===== src/rtl/paddle_ctrl.sv =====
// Paddle controller for the Pong display path: button-driven motion with hold-to-accelerate,
// clamped to the screen, plus a zero-latency per-pixel hit test and colour output.
module paddle_ctrl #(
   parameter int unsigned AXIS        = 0,
   parameter int unsigned LEN         = 154,
   parameter int unsigned THICK       = 16,
   parameter int unsigned FIX_POS     = 454,
   parameter int unsigned RES         = 640,
   parameter int unsigned DIVISOR     = 200000,
   parameter int unsigned STEP_MIN    = 2,
   parameter int unsigned STEP_MAX    = 8,
   parameter int unsigned ACCEL_TICKS = 16,
   parameter logic [23:0] COLOR       = 24'hFF0000
) (
   input  logic        VGA_CLK,
   input  logic        reset,
   input  logic        btn_dec_n,
   input  logic        btn_inc_n,
   input  logic        center_req,
   input  logic [10:0] x_coord,
   input  logic [10:0] y_coord,
   output logic [10:0] pos,
   output logic [3:0]  speed,
   output logic        moving,
   output logic        at_min,
   output logic        at_max,
   output logic        hit,
   output logic [7:0]  pix_R,
   output logic [7:0]  pix_G,
   output logic [7:0]  pix_B
);

   localparam int unsigned CntW  = (DIVISOR > 1) ? $clog2(DIVISOR) : 1;
   localparam int unsigned HoldW = (ACCEL_TICKS > 1) ? $clog2(ACCEL_TICKS) : 1;

   localparam logic [CntW-1:0]  CntLast  = CntW'(DIVISOR - 1);
   localparam logic [HoldW-1:0] HoldLast = HoldW'(ACCEL_TICKS - 1);
   localparam logic [11:0]      PosMax   = 12'(RES - LEN);
   localparam logic [11:0]      PosMid   = 12'((RES - LEN) / 2);
   localparam logic [11:0]      LenW     = 12'(LEN);
   localparam logic [11:0]      ResW     = 12'(RES);
   localparam logic [11:0]      FixLo    = 12'(FIX_POS);
   localparam logic [11:0]      FixHi    = 12'(FIX_POS + THICK);
   localparam logic [3:0]       SpeedMin = 4'(STEP_MIN);
   localparam logic [3:0]       SpeedMax = 4'(STEP_MAX);

   typedef enum logic [1:0] {StIdle, StMoveDec, StMoveInc} state_e;

   state_e            state_q, state_d, dir_st;
   logic [CntW-1:0]   cnt_q, cnt_d;
   logic [HoldW-1:0]  hold_q, hold_d;
   logic [11:0]       pos_q, pos_d;
   logic [3:0]        speed_q, speed_d;
   logic              ctr_pend_q, ctr_pend_d;
   logic              dec_meta_q, dec_sync_q, inc_meta_q, inc_sync_q;
   logic              tick, dec, inc;
   logic [11:0]       step, pos_dec, pos_inc, inc_sum;
   logic [11:0]       along, across;

   // ------------------------------------------------------------------
   // Tick divider, button synchronizers and centre-request latch
   // ------------------------------------------------------------------
   assign tick       = (cnt_q == CntLast);
   assign cnt_d      = tick ? '0 : cnt_q + CntW'(1);
   assign dec        = ~dec_sync_q;
   assign inc        = ~inc_sync_q;
   // A request landing on a tick cycle is held over for the following tick.
   assign ctr_pend_d = tick ? center_req : (ctr_pend_q | center_req);

   always_ff @(posedge VGA_CLK) begin
      if (!reset) begin
         cnt_q      <= '0;
         dec_meta_q <= 1'b1;
         dec_sync_q <= 1'b1;
         inc_meta_q <= 1'b1;
         inc_sync_q <= 1'b1;
         ctr_pend_q <= 1'b0;
      end else begin
         cnt_q      <= cnt_d;
         dec_meta_q <= btn_dec_n;
         dec_sync_q <= dec_meta_q;
         inc_meta_q <= btn_inc_n;
         inc_sync_q <= inc_meta_q;
         ctr_pend_q <= ctr_pend_d;
      end
   end

   // ------------------------------------------------------------------
   // FSM state register
   // ------------------------------------------------------------------
   always_ff @(posedge VGA_CLK) begin
      if (!reset) begin
         state_q <= StIdle;
         pos_q   <= PosMid;
         speed_q <= SpeedMin;
         hold_q  <= '0;
      end else begin
         state_q <= state_d;
         pos_q   <= pos_d;
         speed_q <= speed_d;
         hold_q  <= hold_d;
      end
   end

   // ------------------------------------------------------------------
   // FSM next state and motion datapath
   // ------------------------------------------------------------------
   always_comb begin
      state_d = state_q;
      pos_d   = pos_q;
      speed_d = speed_q;
      hold_d  = hold_q;
      dir_st  = dec ? StMoveDec : StMoveInc;
      step    = {8'd0, speed_q};
      if (tick) begin
         if (ctr_pend_q) begin
            state_d = StIdle;
            pos_d   = PosMid;
            speed_d = SpeedMin;
            hold_d  = '0;
         end else if (dec == inc) begin
            state_d = StIdle;
            speed_d = SpeedMin;
            hold_d  = '0;
         end else begin
            state_d = dir_st;
            if (state_q != dir_st) begin
               step    = {8'd0, SpeedMin};
               speed_d = SpeedMin;
               hold_d  = '0;
            end else begin
               // hold_cnt runs modulo ACCEL_TICKS so every speed level lasts ACCEL_TICKS ticks
               hold_d = (hold_q == HoldLast) ? '0 : hold_q + HoldW'(1);
               if (hold_d == HoldLast) begin
                  speed_d = (speed_q >= SpeedMax) ? SpeedMax : speed_q + 4'd1;
               end
            end
         end
      end
      pos_dec = (pos_q < step) ? 12'd0 : pos_q - step;
      inc_sum = pos_q + step + LenW;
      pos_inc = (inc_sum > ResW) ? PosMax : pos_q + step;
      if (tick && !ctr_pend_q && (dec != inc)) begin
         pos_d = dec ? pos_dec : pos_inc;
      end
   end

   // ------------------------------------------------------------------
   // Outputs: status decode and same-cycle pixel hit/colour
   // ------------------------------------------------------------------
   always_comb begin
      along  = (AXIS == 0) ? {1'b0, x_coord} : {1'b0, y_coord};
      across = (AXIS == 0) ? {1'b0, y_coord} : {1'b0, x_coord};
      pos    = pos_q[10:0];
      speed  = speed_q;
      moving = (state_q != StIdle);
      at_min = (pos_q == 12'd0);
      at_max = (pos_q == PosMax);
      hit    = (along >= pos_q) && (along < pos_q + LenW) &&
               (across >= FixLo) && (across < FixHi);
      pix_R  = hit ? COLOR[23:16] : 8'd0;
      pix_G  = hit ? COLOR[15:8]  : 8'd0;
      pix_B  = hit ? COLOR[7:0]   : 8'd0;
   end

endmodule


===== config.mk =====
export PLATFORM = sky130hd
export DESIGN_NAME = paddle_ctrl
export DESIGN_NICKNAME = d
export VERILOG_FILES = /design/src/rtl/paddle_ctrl.sv
export SDC_FILE = /design/constraint.sdc
export NUM_CORES = 1
export LEC_CHECK = 0
export ABC_AREA = 1
export CAP_MARGIN = 20
export CORE_MARGIN = 10
export CORE_UTILIZATION = 33
export DETAILED_ROUTE_END_ITERATION = 12
export MAX_ROUTING_LAYER = met4
export PLACE_DENSITY = 0.62
export SYNTH_ARGS = -nofsm -noshare
export SYNTH_HDL_FRONTEND = slang
export SYNTH_SLANG_ARGS = --single-unit

===== constraint.sdc =====
create_clock -name VGA_CLK -period 3.8 [get_ports VGA_CLK]
set_input_delay 0.76 -clock VGA_CLK [delete_from_list [all_inputs] [get_ports VGA_CLK]]
set_output_delay 0.76 -clock VGA_CLK [all_outputs]
set_load 0.05 [all_outputs]

# Yosys cells after proc, flatten, opt, wreduce, memory -nomap -nowiden
# Cells that the tools add are included.
dict set report totals {
  reg_bits 45
  wordCells 73
  out_inout_bits 43
}
dict set report classes {
  eq_ne 7
  magnitude_cmp 7
  n_bitwise 4
  reduce_logical 14
  n_mux 24
  n_addsub 7
}
# cell n
set ops {}
lappend ops {{12-bit two-way mux} 6}
lappend ops {{4-bit two-way mux} 13}
lappend ops {{12-bit by 8-bit adder with 12-bit output, second input constant} 2}
lappend ops {{18-bit by 1-bit adder with 18-bit output, second input constant} 1}
lappend ops {{18-bit equality test, second input constant} 1}
lappend ops {{12-bit adder} 1}
lappend ops {{12-bit by 9-bit equality test with 1-bit output, second input constant} 1}
lappend ops {{11-bit by 12-bit greater-or-equal comparator with 1-bit output} 1}
lappend ops {{12-bit by 10-bit greater-than comparator with 1-bit output, second input constant} 1}
lappend ops {{12-bit zero test} 1}
lappend ops {{11-bit by 12-bit < comparator with 1-bit output} 1}
lappend ops {{12-bit < comparator} 1}
lappend ops {{12-bit subtractor} 1}
lappend ops {{11-bit by 9-bit greater-or-equal comparator with 1-bit output, second input constant} 1}
lappend ops {{11-bit by 9-bit < comparator with 1-bit output, second input constant} 1}
lappend ops {{4-bit by 1-bit adder with 4-bit output, second input constant} 2}
lappend ops {{4-bit equality test, second input constant} 2}
lappend ops {{8-bit two-way mux} 1}
lappend ops {{2-bit two-way mux} 3}
lappend ops {{2-bit nonzero test} 3}
lappend ops {{1-bit logical AND} 5}
lappend ops {{4-bit greater-or-equal comparator, second input constant} 1}
lappend ops {{2-bit AND reduction} 2}
lappend ops {{4-bit nonzero test} 1}
lappend ops {{other kinds (8)} 10}

# Depth between registers and ports, before layout
dict set report depth {
  depth_word 12
  depth_mapped 35
  ltp_nobuf 35
}

# Worst setup path after synthesis
# Ideal clock, no wire load.
dict set report synth_timing {
  path_type {register -> output}
  start {register pos_q[2]}
  end {output pix_R[0]}
  t_required_ps 3040
  arrival_time_ps 3100
  path_slack_ps -60
  path_stages_with_launch 17
  cell_sequence {dfxtp_1 > ha_1 > inv_1 > nand2_1 > nand2_1 > xor2_1 > ha_1 > nand2_1 > inv_1 > nand4_1 > o211ai_1 > nand3_1 > nand2_1 > a21oi_1 > o21ai_0 > nor2_1 > buf_4}
}
dict set report synth_via {
  elab_chain_cells 6
  elab_cells_between_ends 7
}
# element line
set synth_lines {}
lappend synth_lines {{from (decl)} 52} ;# logic [11:0] pos_q, pos_d;
lappend synth_lines {{from (signal assigned)} 94} ;# pos_q <= PosMid;
lappend synth_lines {{from (signal assigned)} 99} ;# pos_q <= pos_d;
lappend synth_lines {{12-bit by 8-bit adder with 12-bit output} 159} ;# hit = (along >= pos_q) && (along < pos_q + LenW) &&
lappend synth_lines {{11-bit by 12-bit < comparator with 1-bit output} 159}
lappend synth_lines {{1-bit logical AND * (2 in a row)} 159}
lappend synth_lines {{1-bit logical AND *} 160} ;# (across >= FixLo) && (across < FixHi);
lappend synth_lines {{net hit} 27} ;# output logic hit,
lappend synth_lines {{8-bit two-way mux *} 161} ;# pix_R = hit ? COLOR[23:16] : 8'd0;
lappend synth_lines {{to (decl)} 28} ;# output logic [7:0] pix_R,
# Mark *: on every way through the listed nets, which the timed path passes. The rest lies on a longest branch.

# Worst setup path after layout
dict set report layout_timing {
  start {input x_coord[0]}
  end {output pix_R[7]}
}
dict set report layout_via {
  elab_chain_cells 5
  elab_cells_between_ends 6
}
# element line
set layout_lines {}
lappend layout_lines {{from (decl)} 20} ;# input logic [10:0] x_coord,
lappend layout_lines {{11-bit by 12-bit greater-or-equal comparator with 1-bit output or 11-bit by 12-bit < comparator with 1-bit output (tied branches)} 159}
lappend layout_lines {{1-bit logical AND * (2 in a row)} 159}
lappend layout_lines {{1-bit logical AND *} 160}
lappend layout_lines {{8-bit two-way mux *} 161}
# Every way passes the cells marked *; elsewhere a longest branch is shown, timed or not.

==> flow_metrics.py <==
metrics = {
    "worst_setup_path": {
        "worstPathRequired_ns": 3.04,
        "path_max_fanout": 5,
        "start_kind": "primary input",
        "r2r_start": "cnt_q[1]",
        "crit_arrival_ns": 2.93,
        "crit_start": "x_coord[0]",
        "r2r_setup_slack_ns": 0.28,
        "path_class": "primary input to output pin",
        "endpoint_kind": "output pin",
    },
    "cts": {
        "cts-root-buf": "clkbuf_16",
        "clk_pin_slew_worst_paths_ns": 0.06,
        "cts_max_path_buffers": 2,
        "cts_tree": "yes",
        "cts_buffers": 5,
        "htreeDepth": 2,
        "clock_sink_count": 45,
        "insertion_delay_ns": 0.28,
    },
    "logic_synthesis": {
        "synth_area_um2": 4260,
        "ys_warn_count": 0,
        "syn_area_per_cell_um2": 6.83,
        "synth_edf_count": 0,
        "synthFlopType": "dfxtp_1",
        "netlist_instances": 624,
        "synth_cell_types": 46,
        "synth-seq-cells": 45,
        "async_flop_share_pct": 0,
        "ys_seq_area_share_pct": 21.1,
    },
    "layout": {
        "layout.nets": 756,
        "diodes": 0,
        "fin_util_pct": 42.8,
        "syn_to_final_growth_pct": 26.8,
        "layout-drive-gt1-share_pct": 23.5,
    },
    "timing": {
        "fmax_mhz": 271,
        "setup_viol": 0,
        "worst_pin_slew_ns": 0.540,
        "post-route-period-util_pct": 97.1,
        "hold_slack_ns": 0.413,
        "finalHoldViolations": 0,
        "drv_slew": 0,
        "min_period_ns": 3.69,
        "timing.final.ws_setup_ns": 0.112,
        "slew_headroom_pct": 63.9,
        "skew_ns": 0.00428,
    },
    "routing": {
        "firstDrtPassIters": 9,
        "routedWlPerCell_um": 13.4,
        "avgViaCountPerCell": 4.69,
        "drcViolationCount": 0,
        "postRouteAntennaNets": 0,
        "vias": 4037,
        "drtIter0Drc": 133,
        "wl_um": 11500,
    },
    "grt": {
        "grt_overflow": 0,
        "grt_use_total_pct": 12.5,
        "grt_max_degree": 16,
        "grt_pass1_wl_um": 18700,
        "antenna_found_initial": 0,
        "grt_pass1_vias": 4069,
    },
    "floorplanning": {
        "die_width_um": 134,
        "fp-row-count": 41,
        "dieArea_um2": 17900,
        "die_h_um": 134,
        "pin_count": 70,
        "core_region_area_um2": 12600,
        "initial_core_util_pct": 33.8,
    },
    "min_path": {
        "worstHoldPathType": "register to register",
        "min-delay-start": "inc_meta_q",
    },
    "placed_design": {
        "io_buffers": 52,
        "gp_congestion": 0.934,
        "detailed_place_hpwl_um": 9350,
        "pre_cts_ws_ns": -0.0257,
    },
    "pwr": {
        "leakagePower_nw": 2.44,
        "powerDensity_nw_per_um2": 202,
        "ir_worst_vdd_mv": 0.333,
        "p_sw_uw": 255,
        "p_int_uw": 838,
        "seq_power_share_pct": 44.2,
        "combPwrFrac_pct": 11.8,
        "clock_power_share_pct": 44.1,
        "swShare_pct": 23.3,
    },
    "outcome": {
        "status": "finished, final reports clean",
    },
    "run": {
        "cap_violations": 0,
    },
}
==> layout make-up <==
class                           count  area, um^2
Clock buffer                        6         129
Timing Repair Buffer               85         800
Inverter                           92         345
Fill cell                        1310        7210
Clock inverter                      2        38.8
Sequential cell                    45         905
Multi-Input combinational cell    458        2970
Tap cell                          172         215
==> per-layer routing <==
metal	vias up	track usage, %	wire [um]
met5	-	-	0
met4	0	2.12	59
met3	4	1.80	466
met2	96	21.3	5430
met1	1849	15.5	5540
li1	2088	-	-
==> kinds of logic (layout without fill, tap and decap cells) <==
family	count (synthesis)	after routing	synth area share, %
buf+inv	137	185	15.8
simple gates	285	286	32.1
compound gates	92	92	12.5
other cells	1	16	0.0880
xor+xnor	22	22	5.58
fa+ha+maj	42	42	12.7
flops	45	45	21.1
==> sequential cells by signal, summed over array words and instances (netlist names) <==
name and count:
hold_q 4, dec_meta_q 1, cnt_q 18, state_q 2, dec_sync_q 1, speed 4, inc_meta_q 1, ctr_pend_q 1
pos_q 12, inc_sync_q 1
==> Yosys cell counts (6+ instances only) <==
cell,instances,share of area [%]
nand2_1,126,11
inv_1,76,6.7
nor2_1,50,4.4
dfxtp_1,45,21
nand3_1,42,4.9
ha_1,40,12
a21oi_1,37,4.3
buf_4,36,6.3
o21ai_0,22,2.6
nand2_2,19,2.8
xor2_1,17,3.5
inv_2,13,1.1
nand4_1,8,1.2
nor3_1,7,0.82
o21ai_1,6,0.70
==> final timing paths <==
path,to,depth (start not counted)
max,pix_R[7],13
min,inc_sync_q,1
max reg2reg,pos_q[3],27
min reg2reg,inc_sync_q,1
==> what timing repair did <==
action / in CTS / in global routing
cloned: 0 / 1
setup buffers: 0 / 10
endpoints found under the setup margin: 7 / 21
hold buffers: 0 / 0
gates resized for setup: 1 / 74
pin swaps: 0 / 23
==> power groups by stage <==
| stage | logic, mW | registers (mW) | clock network, mW |
|---|---|---|---|
| after global placement | 0.116 | 0.491 | 0 |
| after global routing | 0.140 | 0.483 | 0.513 |
| final | 0.129 | 0.483 | 0.482 |
| after floorplan | 0.0885 | 0.491 | 0 |
| after CTS | 0.120 | 0.481 | 0.496 |
| after detailed placement | 0.119 | 0.492 | 0 |
==> metrics by stage <==
step,power [mW],std cells,cell area (um^2),TNS [ns]
5_1_grt,1.14,860,5410,-0.0451
4_1_cts,1.10,851,5060,0
2_1_floorplan,0.580,639,4320,0
6_report,1.09,860,5410,0
3_3_place_gp,0.607,843,4890,0
3_5_place_dp,0.611,843,4890,-0.0729
==> layout by cell type, fill, tap and decap left out, types with 30 or more instances in the layout <==
cell / instances
ha_1: 35
buf_4: 32
nor2_1: 46
inv_1: 69
nand3_1: 36
clkdlybuf4s50_1: 43
nand2_2: 30
a21oi_1: 35
dfxtp_1: 42
nand2_1: 113
==> worst max-delay path, cell delays in order <==
cell and delay [ns]:
clkdlybuf4s50_1 0.45, inv_1 0.04, ha_1 0.28, o21a_1 0.17
o21a_1 0.16, o21a_1 0.18, o21ai_2 0.12, o211ai_1 0.11
nand3_1 0.12, nand2_2 0.08, a21oi_4 0.19, nor2_4 0.10
buf_6 0.17
No activity file was read; power rests on OpenSTA's default activity.
